## config.mk

```make
export PLATFORM = sky130hd
export DESIGN_NAME = lcd_bus_reader_flat
export DESIGN_NICKNAME = d
export VERILOG_FILES = /design/src/rtl/lcd_bus_reader_if.sv /design/src/rtl/lcd_bus_reader.sv /design/src/flat_wrapper.sv
export SDC_FILE = /design/constraint.sdc
export NUM_CORES = 1
export LEC_CHECK = 0
export BUFFER_PORTS_ARGS = -buffer_cell sky130_fd_sc_hd__buf_2
export CAP_MARGIN = 10
export CORE_ASPECT_RATIO = 0.8
export CORE_MARGIN = 10
export CORE_UTILIZATION = 45
export DETAILED_ROUTE_END_ITERATION = 10
export GPL_TIMING_DRIVEN = 1
export PLACE_DENSITY = 0.66
export SETUP_SLACK_MARGIN = 0.02
export SYNTH_ARGS = -nofsm -noshare
export SYNTH_HDL_FRONTEND = slang
export SYNTH_SLANG_ARGS = --single-unit
export TNS_END_PERCENT = 50
```

## constraint.sdc

```tcl
create_clock -name clk -period 7.3 [get_ports clk]
set_clock_uncertainty 0.15 [all_clocks]
set_input_delay 0.73 -clock clk [delete_from_list [all_inputs] [get_ports clk]]
set_output_delay 0.73 -clock clk [all_outputs]
set_load 0.01 [all_outputs]
```

## src/rtl/lcd_bus_reader_if.sv

```systemverilog
// Request/response handshake and LCD pin bundle for lcd_bus_reader.
// master: requester side (also presents the LCD data bus); slave: the reader.
interface lcd_bus_reader_if;
    logic       req_valid;
    logic       req_ready;
    logic       req_rs;
    logic       req_poll;
    logic       rsp_valid;
    logic [7:0] rsp_data;
    logic       rsp_timeout;
    logic       lcd_e;
    logic       lcd_rs;
    logic       lcd_rw;
    logic [7:0] lcd_data_in;
    logic       bus_own;

    modport master (
        output req_valid, req_rs, req_poll, lcd_data_in,
        input  req_ready, rsp_valid, rsp_data, rsp_timeout,
        input  lcd_e, lcd_rs, lcd_rw, bus_own
    );

    modport slave (
        input  req_valid, req_rs, req_poll, lcd_data_in,
        output req_ready, rsp_valid, rsp_data, rsp_timeout,
        output lcd_e, lcd_rs, lcd_rw, bus_own
    );
endinterface

```

## src/rtl/lcd_bus_reader.sv

```systemverilog
// HD44780 read engine: single register reads and busy-flag polls.
// Ports: clk, reset_n (async, active-low), bus (lcd_bus_reader_if.slave).
// Optional macro LCD_BUSY_TIMEOUT_EN adds a poll timeout of TIMEOUT_CYC cycles.
module lcd_bus_reader #(
    parameter int unsigned T_AS        = 2,
    parameter int unsigned T_EH        = 12,
    parameter int unsigned T_H         = 2,
    parameter int unsigned T_GAP       = 20,
    parameter int unsigned TIMEOUT_CYC = 50000
) (
    input  logic             clk,
    input  logic             reset_n,
    lcd_bus_reader_if.slave  bus
);

    typedef enum logic [2:0] {
        IDLE, SETUP, EHIGH, HOLD, GAP, DONE
    } state_e;

    state_e      state_q, state_d;
    logic [15:0] cnt_q, cnt_d;
    logic        rs_q, rs_d;
    logic        poll_q, poll_d;
    logic [7:0]  data_q, data_d;
    logic        e_q, lrs_q, rw_q, own_q, valid_q;
    logic        accept;
    logic        last;
    logic        busy_d;
    logic        tmo_hit;

    assign accept = bus.req_valid && (state_q == IDLE);
    assign last   = (cnt_q == 16'd0);
    assign busy_d = (state_d == SETUP) || (state_d == EHIGH) ||
                    (state_d == HOLD)  || (state_d == GAP);

    assign bus.req_ready = (state_q == IDLE);
    assign bus.rsp_valid = valid_q;
    assign bus.rsp_data  = data_q;
    assign bus.lcd_e     = e_q;
    assign bus.lcd_rs    = lrs_q;
    assign bus.lcd_rw    = rw_q;
    assign bus.bus_own   = own_q;

    // Phase length minus one, loaded on entry and counted down to zero.
    function automatic logic [15:0] reload(state_e s);
        logic [15:0] r;
        r = 16'd0;
        unique case (s)
            SETUP:   r = 16'(T_AS - 1);
            EHIGH:   r = 16'(T_EH - 1);
            HOLD:    r = 16'(T_H - 1);
            GAP:     r = 16'(T_GAP - 1);
            default: r = 16'd0;
        endcase
        return r;
    endfunction

    always_comb begin
        state_d = state_q;
        rs_d    = rs_q;
        poll_d  = poll_q;
        data_d  = data_q;
        cnt_d   = cnt_q;
        unique case (state_q)
            IDLE: begin
                if (accept) begin
                    state_d = SETUP;
                    rs_d    = bus.req_rs & ~bus.req_poll;
                    poll_d  = bus.req_poll;
                end
            end
            SETUP: begin
                if (last) state_d = EHIGH;
            end
            EHIGH: begin
                // Only the final E-high cycle's bus value is captured.
                if (last) begin
                    state_d = HOLD;
                    data_d  = bus.lcd_data_in;
                end
            end
            HOLD: begin
                if (last) begin
                    if (poll_q && data_q[7] && !tmo_hit) state_d = GAP;
                    else                                 state_d = DONE;
                end
            end
            GAP: begin
                if (tmo_hit)   state_d = DONE;
                else if (last) state_d = SETUP;
            end
            DONE: begin
                state_d = IDLE;
            end
            default: begin
                state_d = IDLE;
            end
        endcase
        if (state_d != state_q) cnt_d = reload(state_d);
        else if (!last)         cnt_d = cnt_q - 16'd1;
    end

    always_ff @(posedge clk or negedge reset_n) begin
        if (!reset_n) begin
            state_q <= IDLE;
            cnt_q   <= 16'd0;
            rs_q    <= 1'b0;
            poll_q  <= 1'b0;
            data_q  <= 8'h00;
            e_q     <= 1'b0;
            lrs_q   <= 1'b0;
            rw_q    <= 1'b0;
            own_q   <= 1'b0;
            valid_q <= 1'b0;
        end else begin
            state_q <= state_d;
            cnt_q   <= cnt_d;
            rs_q    <= rs_d;
            poll_q  <= poll_d;
            data_q  <= data_d;
            // Outputs are registered from the next state so they line up
            // with the state they belong to.
            e_q     <= (state_d == EHIGH);
            lrs_q   <= busy_d & rs_d;
            rw_q    <= busy_d;
            own_q   <= busy_d;
            valid_q <= (state_d == DONE);
        end
    end

`ifdef LCD_BUSY_TIMEOUT_EN
    localparam int unsigned TW = $clog2(TIMEOUT_CYC + 1);

    logic [TW-1:0] tmo_q;
    logic          to_q;
    logic          to_set;

    // Saturates at TIMEOUT_CYC; only polls can hit it.
    assign tmo_hit = poll_q && (tmo_q == TW'(TIMEOUT_CYC));
    // A poll that finishes with BF clear is not a timeout even if late.
    assign to_set  = tmo_hit &&
                     ((state_q == GAP) ||
                      ((state_q == HOLD) && last && data_q[7]));

    always_ff @(posedge clk or negedge reset_n) begin
        if (!reset_n) begin
            tmo_q <= '0;
            to_q  <= 1'b0;
        end else if (accept) begin
            tmo_q <= '0;
            to_q  <= 1'b0;
        end else begin
            if (poll_q && !tmo_hit && (state_q != IDLE) && (state_q != DONE))
                tmo_q <= tmo_q + TW'(1);
            if (to_set)
                to_q <= 1'b1;
        end
    end

    assign bus.rsp_timeout = to_q;
`else
    assign tmo_hit         = (TIMEOUT_CYC == 0) & 1'b0;
    assign bus.rsp_timeout = 1'b0;
`endif

endmodule

```

## src/flat_wrapper.sv

```systemverilog
// flat-port wrapper written by rule: the top's interface ports become plain ports
module lcd_bus_reader_flat 
#(
    parameter int unsigned T_AS        = 2,
    parameter int unsigned T_EH        = 12,
    parameter int unsigned T_H         = 2,
    parameter int unsigned T_GAP       = 20,
    parameter int unsigned TIMEOUT_CYC = 50000
)
  (clk, reset_n, bus_req_valid, bus_req_rs, bus_req_poll, bus_lcd_data_in, bus_req_ready, bus_rsp_valid, bus_rsp_data, bus_rsp_timeout, bus_lcd_e, bus_lcd_rs, bus_lcd_rw, bus_bus_own);
  lcd_bus_reader_if bus_i ();
  input  logic clk;
  input  logic reset_n;
  input wire logic [$bits(bus_i.req_valid)-1:0] bus_req_valid;
  input wire logic [$bits(bus_i.req_rs)-1:0] bus_req_rs;
  input wire logic [$bits(bus_i.req_poll)-1:0] bus_req_poll;
  input wire logic [$bits(bus_i.lcd_data_in)-1:0] bus_lcd_data_in;
  output wire logic [$bits(bus_i.req_ready)-1:0] bus_req_ready;
  output wire logic [$bits(bus_i.rsp_valid)-1:0] bus_rsp_valid;
  output wire logic [$bits(bus_i.rsp_data)-1:0] bus_rsp_data;
  output wire logic [$bits(bus_i.rsp_timeout)-1:0] bus_rsp_timeout;
  output wire logic [$bits(bus_i.lcd_e)-1:0] bus_lcd_e;
  output wire logic [$bits(bus_i.lcd_rs)-1:0] bus_lcd_rs;
  output wire logic [$bits(bus_i.lcd_rw)-1:0] bus_lcd_rw;
  output wire logic [$bits(bus_i.bus_own)-1:0] bus_bus_own;
  assign bus_i.req_valid = bus_req_valid;
  assign bus_i.req_rs = bus_req_rs;
  assign bus_i.req_poll = bus_req_poll;
  assign bus_i.lcd_data_in = bus_lcd_data_in;
  assign bus_req_ready = bus_i.req_ready;
  assign bus_rsp_valid = bus_i.rsp_valid;
  assign bus_rsp_data = bus_i.rsp_data;
  assign bus_rsp_timeout = bus_i.rsp_timeout;
  assign bus_lcd_e = bus_i.lcd_e;
  assign bus_lcd_rs = bus_i.lcd_rs;
  assign bus_lcd_rw = bus_i.lcd_rw;
  assign bus_bus_own = bus_i.bus_own;
  lcd_bus_reader #(.T_AS(T_AS), .T_EH(T_EH), .T_H(T_H), .T_GAP(T_GAP), .TIMEOUT_CYC(TIMEOUT_CYC)) u_core (.clk(clk), .reset_n(reset_n), .bus(bus_i));
endmodule
```

Yosys cells after proc, flatten, opt, wreduce, memory -nomap -nowiden. Index checks and enable logic that the tools add are counted.

Memories kept: 0. Bits in registers: 33. Bits in writable memories: 0. Bits in latches: 0. Word-level logic and storage cells: 46. Memory bits (read-only): 0.

Bitwise logic cells: 3. Mux-type cells: 12. $add $sub $neg: 1. Eq/ne operators: 11. Reductions and logical operators: 10. Shift-type cells: 0. Divide/modulo/power cells: 0. $mul: 0. Order comparisons: 0.

Operators with widths (count): $mux 16 (2); $logic_not 16->1 (1); $sub 16x1->16 const B (1); $mux 3 (5); $pmux 3 s5 (1); $pmux 5 s3 (1); $eq 3x2->1 const B (4); $eq 3x3->1 const B (3); $eq 3x1->1 const B (2); $reduce_and 2->1 (2); $logic_not 3->1 (1); $logic_or 1x1->1 (3); $mux 1 (3); $ne 3x3->1 (1); $and 1x1->1 (2); $logic_and 1x1->1 (2); $ne 2x2->1 const B (1); $reduce_or 2->1 (1); $not 1->1 (1).

Depth between registers and ports, before layout. Gate-level depths: netlist of the first run.

Word-level depth: 9. Mapped depth: 8.

Worst setup path before layout of the first run. Ideal clock, no wire load.

Path type: flip-flop to flip-flop. Start point: reg u_core.cnt_q[0]. End point: reg u_core.data_q[0] (netlist: u_core.bus.rsp_data[0]). Cell stages (with the launch flop): 8. Path slack: 4.703 ns. Arrival time: 2.323 ns. Required time: 7.025 ns. Buffers on the path: 0. Setup time: 0.125 ns. Period minus slack after synthesis: 2.597 ns. Path through: dfrtp_1 > inv_1 > ha_1 > or4b_2 > nor2_2 > nand2_4 > nor3b_4 > mux2_2.

Cells in the longest elaborated chain, start to end: 2.

Ends and longest elaborated chain: from (decl) (RTL line lcd_bus_reader.sv:21) `logic [15:0] cnt_q, cnt_d;`; from (signal assigned) (RTL line lcd_bus_reader.sv:117) `cnt_q <= cnt_d;`; $logic_not 16->1 (RTL line lcd_bus_reader.sv:32) `assign last = (cnt_q == 16'd0);`; $reduce_and 2->1 (no source line); to (signal assigned) (RTL line lcd_bus_reader.sv:120) `data_q <= data_d;`; to (decl) (RTL line lcd_bus_reader.sv:24) `logic [7:0] data_q, data_d;`.

Every way passes these cells. A chain may end at the register's enable or synchronous reset.

Worst setup path in the final report of the first run.
Start point: reg u_core.cnt_q[0]. End point: reg u_core.cnt_q[4].

Cells in the longest elaborated chain, start to end: 7. Elaborated cells on any way between the ends: 17. Those cells by class: 1 x add/sub; 6 x eq/ne; 8 x mux; 2 x reduce/logical.

Ends and longest elaborated chain: $logic_not 16->1 (RTL line lcd_bus_reader.sv:32); $mux 3, on equally long branches; $pmux 3 s5 (RTL line lcd_bus_reader.sv:64) `unique case (state_q)`; $eq 3x2->1 or $eq 3x1->1 (tied branches) (RTL line lcd_bus_reader.sv:48) `unique case (s)`; $reduce_or 2->1 (no source line); $pmux 5 s3 (RTL line lcd_bus_reader.sv:48); $mux 16 (RTL line lcd_bus_reader.sv:99) `if (state_d != state_q) cnt_d = reload(state_d);`.

Parallel ways exist; a longest one is shown, timed or not. The select of a mux whose other input is x is not followed.

==> reports/results.txt, run 1 <==
Largest net degree at the start of global routing: 34
Hold_sp: u_core.poll_q
Hold path depth: 1
Reg2reg start: u_core.cnt_q[0]
Int Pwr: 299 uW
Worst VDD drop: 170 uV
CTS tree: yes
Post-layout min period: 3.50 ns
Flop pwr share: 53.8%
Setup WS pre-CTS: 3.80 ns
Required time of the critical path: 7.27 ns
DR vias/cell: 5.59
RD Place Congestion: 0.820
DIE HEIGHT: 75.2 um
Syn Nets: 181
H-tree Lvls: 2
Maximum buffer depth of the clock tree: 2
Fillers: 320
Multi-input logic area: 822 um^2
Most frequent cells in the layout: dfrtp_1, buf_2, nor2_1
Total Wirelength: 3.53 mm
CTS hold repair buffers: 0
IO Count: 28
Net Sw Power: 122 uW
CP max stage cell: nor4_4
Synth Area in Compound Gates: 7.31%
Simple-Gate Fraction of Synth Area: 27.4%
Via total after detailed routing: 1302
Nets: 204
Global-route wire length before repair: 5.69 mm
Worst skew pair latency: 0.28 ns
Postcts setup bufs: 0
Tot Pwr: 421 uW
FF/Latch Area: 826 um^2
Worst path arrival time: 3.47 ns
Cell count after synthesis: 167
Register area share after synthesis: 48.2%
Crit path max-delay family: simple AND/OR/NAND/NOR gates
Clock transition at the registers of the reported paths: 0.07 ns
CTS resizes: 0
F_max: 0.286 GHz
Worst slew pin tran: 0.865 ns
Antenna violations before repair: 0
Critical Path Start Type: flip-flop
DRT iter0 DRCs: 60
Flops & latches, synth: 33
Unrepaired setup endpoints after global routing: no
Clock Tree Root: clkbuf_8
Reg-to-reg setup timing slack: 3.80 ns
Largest family of logic cells by synthesized area: simple AND/OR/NAND/NOR gates
Routed len/inst: 15.2 um
Final worst slack: 3.80 ns
Clock Power Share: 31.1%
Reg2Reg Depth: 7
FP Rows: 19
Finish-stage setup viols: 0
Worst Path Buf+Inv: 1
Setup TNS Final: 0 ns
Power Dens Cells: 218 nW/um^2
Detailed-route DRC error count: 0
Max cap viols: 0
Die area: 6690 um^2
Dominant synthesized flop cell: dfrtp_1
Yosys Warn Count: 0
Unique masters post-synth: 41
Global route total overflow: 0
LEAKAGE: 0.000908 uW
Final period util: 48.0%
Mux share of post-synthesis cell area: 7.75%
Syn Area/Cell: 10.2 um^2
Fin. max-slew vios: 0
Status: finished clean
Crit end category: flip-flop
FF-to-FF End: u_core.cnt_q[4]
Switching Share: 29.0%
CTS Sinks: 33
Worst-path cell chain: inv_1 > ha_1 > or4b_2 > nor4_4 > a211oi_1 > nor2_1 > o22ai_1
First-pass iteration count of the detailed router: 4
Cell Area, Synth: 1710 um^2
IO Port Bufs: 26
Initial Utilization: 48.3%
Synth-to-Final Area Change: 12.6%
Die W: 89.0 um
CP Max Fanout: 18
Slew Limit Headroom: 41.9%
Antenna-violating nets left: 0
Area share of fa/ha/maj cells after synthesis: 0.731%
Synth Area in XOR/XNOR: 4.61%
Ys async rst share: 100%
Most common cell after layout, fill and taps aside: dfrtp_1
Crit path largest cell delay: 0.76 ns
Critical setup path kind: reg -> reg
Post-synth EDFFs: 0
Total CTS buffers: 5
Final Hold Fails: 0
Worst hold endpoint: u_core.bus.rsp_valid
Vias in the first global route: 1203
Diode count: 0
Dpl hpwl: 2.61 mm
Layout cell share with drive strength beyond 1: 28.3%
Total core area: 3540 um^2
HP Class: reg -> reg
Tot GR Track Use: 10.7%
Combinational fraction of design power: 15.1%
## worst max-delay path by stage
stage                     depth (start not counted)             from                      to
after CTS                                         7  u_core.cnt_q[0]         u_core.cnt_q[4]
after global placement                            7  u_core.cnt_q[0]         u_core.cnt_q[4]
after floorplan                                   7  u_core.cnt_q[0]  u_core.bus.rsp_data[0]
after global routing                              7  u_core.cnt_q[1]         u_core.cnt_q[4]
final                                             7  u_core.cnt_q[0]         u_core.cnt_q[4]
after detailed placement                          7  u_core.cnt_q[0]         u_core.cnt_q[4]
## cell type report
| type | count | area share, % |
|---|---|---|
| flip-flops and latches | 33 | 42.8 |
| multi-input cells | 120 | 42.6 |
| repair buffers | 26 | 6.75 |
| clock buffers | 6 | 3.76 |
| well taps | 42 | 2.73 |
| inverters | 4 | 0.779 |
| clock inverters | 2 | 0.519 |
## per-stage QoR
stage / cell area (um^2) / util [%] / cells / hold slack [ns]
final: 1930 / 54.4 / 233 / 0.326
after global routing: 1930 / 54.4 / 233 / 0.360
after global placement: 1850 / 52.1 / 225 / 0.314
after floorplan: 1710 / - / 167 / 0.284
after detailed placement: 1850 / 52.1 / 225 / 0.328
after CTS: 1930 / 54.4 / 233 / 0.334
## routing by layer
layer  vias to the layer above  GRT usage, %  wire, um
met1                       628          14.2      1660
met4                         0          2.99        16
met2                        39          16.0      1590
met3                         2          3.78       260
li1                        633             -         -
met5                         -             0         0
## power by group through the flow
stage / clock [uW] / combinational (uW) / sequential, uW
final: 131 / 63.4 / 226
after global routing: 140 / 71.1 / 230
after CTS: 133 / 64.0 / 226
after detailed placement: 0 / 63.7 / 229
after global placement: 0 / 61.0 / 227
after floorplan: 0 / 54.7 / 217
## flip-flops by register name, summed over array words and instances, names as in the netlist
signal / cells
u_core.bus.lcd_e: 1
u_core.bus.lcd_rs: 1
u_core.bus.lcd_rw: 1
u_core.bus.rsp_data: 8
u_core.bus.rsp_valid: 1
u_core.cnt_q: 16
u_core.poll_q: 1
u_core.rs_q: 1
u_core.state_q: 3
## synth_stat cells (3+ instances only)
library cell	instances	share of area [%]
nor2b_1	3	1.1
o21ai_0	4	1.2
inv_1	4	0.88
and2_1	4	1.5
nand2_1	11	2.4
dfrtp_1	33	48
xnor2_1	7	3.6
clkbuf_1	5	1.1
a21oi_1	9	2.6
nand3b_1	3	1.3
mux2_2	9	5.9
nor2_1	19	4.2
nor3_1	6	1.8
or3_1	5	1.8
buf_2	3	0.88
nor4_1	4	1.5
or2_2	3	1.1
## kinds of logic after synthesis
family	after synthesis
AOI/OAI and AO/OA	21
xor gates and xnor gates	9
adders and majority gates	1
buffers and inverters	14
DFF	33
muxes	12
other	1
and+or+nand+nor	76
Power figures use the tool's default switching activity.
==> run 2: changes to the inputs <==
==> constraint.sdc (replaced) <==
create_clock -name clk -period 3.35 [get_ports clk]
set_clock_uncertainty 0.15 [all_clocks]
set_input_delay 0.335 -clock clk [delete_from_list [all_inputs] [get_ports clk]]
set_output_delay 0.335 -clock clk [all_outputs]
set_load 0.01 [all_outputs]
==> reports/results.txt, run 2 (same netlist as run 1, synthesis figures left out) <==
Antenna-violating nets left: 0
CP Launch Point: u_core.cnt_q[0]
Total CTS buffers: 5
Routed len/inst: 15.7 um
Global route total overflow: 0
Diode count: 0
Setup WS pre-CTS: 0.538 ns
Critical setup path kind: reg -> reg
Crit path to: u_core.bus.rsp_data[1]
Fin. max-slew vios: 0
Synth-to-Final Area Change: 17.1%
Finish-stage setup viols: 0
CP Max Fanout: 8
Layout cell share with drive strength beyond 1: 29.4%
First-pass iteration count of the detailed router: 4
Dpl hpwl: 2.68 mm
CTS Sinks: 33
Final Hold Fails: 0
Unrepaired setup endpoints after global routing: no
FP Rows: 19
Die area: 6690 um^2
DIE HEIGHT: 75.2 um
HP Class: in -> reg
DR vias/cell: 5.48
Global-route wire length before repair: 6.18 mm
Reg2reg start: u_core.cnt_q[0]
CP max stage cell: or4b_2
Worst skew pair latency: 0.28 ns
Initial Utilization: 48.3%
Crit end category: flip-flop
DRT iter0 DRCs: 66
Clock transition at the registers of the reported paths: 0.07 ns
Via total after detailed routing: 1293
Max reg flops: 16
Placed cell count: 227
Reg2Reg Depth: 7
Worst-path cell chain: inv_1 > ha_1 > or4b_2 > nor2_2 > nand2_4 > nor3b_4 > mux2_2
Critical Path Start Type: flip-flop
Vias in the first global route: 1326
CTS tree: yes
Crit path largest cell delay: 0.69 ns
Total Wirelength: 3.71 mm
Worst Path Buf+Inv: 1
IO Count: 28
Clock Tree Root: clkbuf_8
FF-to-FF End: u_core.bus.rsp_data[1]
Total core area: 3540 um^2
CTS hold repair buffers: 1
Final worst slack: 0.529 ns
Required time of the critical path: 3.37 ns
Setup TNS Final: 0 ns
Largest reg by FF count: u_core.cnt_q
Reg-to-reg setup timing slack: 0.53 ns
LEAKAGE: 0.000946 uW
Final period util: 84.2%
Nets: 207
Hold_sp: bus_lcd_data_in[6]
Worst VDD drop: 307 uV
Antenna violations before repair: 0
Maximum buffer depth of the clock tree: 2
CTS resizes: 0
Tot GR Track Use: 11.7%
Most frequent cells in the layout: dfrtp_1, buf_2, nor2_1
Detailed-route DRC error count: 0
Non-filler instance count after layout: 236
Status: finished clean
RD Place Congestion: 0.936
WP depth: 7
Postcts setup bufs: 0
IO Port Bufs: 26
Crit path max-delay family: simple AND/OR/NAND/NOR gates
Die W: 89.0 um
Slew Limit Headroom: 50.8%
Most common cell after layout, fill and taps aside: dfrtp_1
Max cap viols: 0
Largest net degree at the start of global routing: 34
Worst slew pin tran: 0.737 ns
Power Dens Cells: 540 nW/um^2
Hold path depth: 2
H-tree Lvls: 2
F_max: 0.355 GHz
Post-layout min period: 2.82 ns
Worst path arrival time: 2.84 ns
[run 2: changes by cell type in the layout (fill, tap and decap cells not counted)]
| cell | change |
|---|---|
| buf_4 | +2 |
| bufinv_16 | +2 |
| clkbuf_1 | -1 |
| clkinv_2 | -1 |
| dlygate4sd3_1 | +1 |
[run 2: how the worst min path moves through the flow]
stage | end | slack [ns]
after floorplan | u_core.bus.lcd_e | -0.11
after global placement | u_core.cnt_q[9] | 0.27
after detailed placement | u_core.cnt_q[9] | 0.29
after CTS | u_core.bus.rsp_data[6] | 0.12
after global routing | u_core.bus.rsp_data[6] | 0.12
final | u_core.bus.rsp_data[6] | 0.12
[run 2: cell type report]
cell class	instances	area, um^2
Sequential cell	33	826
Timing Repair Buffer	29	155
Clock buffer	5	68.8
Fill cell	316	1540
Multi-Input combinational cell	120	822
Tap cell	42	52.6
Clock inverter	3	65.1
Inverter	4	15.0
[run 2: stage by stage]
| stage | power (uW) | utilization, % | instance area [um^2] | hold WS, ns |
|---|---|---|---|---|
| 2_1_floorplan | 592 | - | 1710 | -0.111 |
| 3_3_place_gp | 633 | 52.5 | 1860 | 0.274 |
| 3_5_place_dp | 638 | 52.5 | 1860 | 0.286 |
| 4_1_cts | 1090 | 56.6 | 2000 | 0.116 |
| 5_1_grt | 1130 | 56.6 | 2000 | 0.115 |
| 6_report | 1080 | 56.6 | 2000 | 0.120 |
[run 2: layer usage]
layer / part of all wire [%] / global-route usage, % / vias up
met5: 0 / 0 / -
met4: 0.78 / 3.70 / 0
met1: 45 / 14.7 / 626
li1: - / - / 631
met3: 7.0 / 3.88 / 5
met2: 47 / 18.9 / 31
[run 2: power by group]
group | leakage, uW | total [uW] | switching, uW | internal (uW)
registers | 0.000390 | 499 | 57.4 | 441
logic | 0.000488 | 139 | 72.4 | 66.5
clock network | 0.0000681 | 444 | 149 | 296
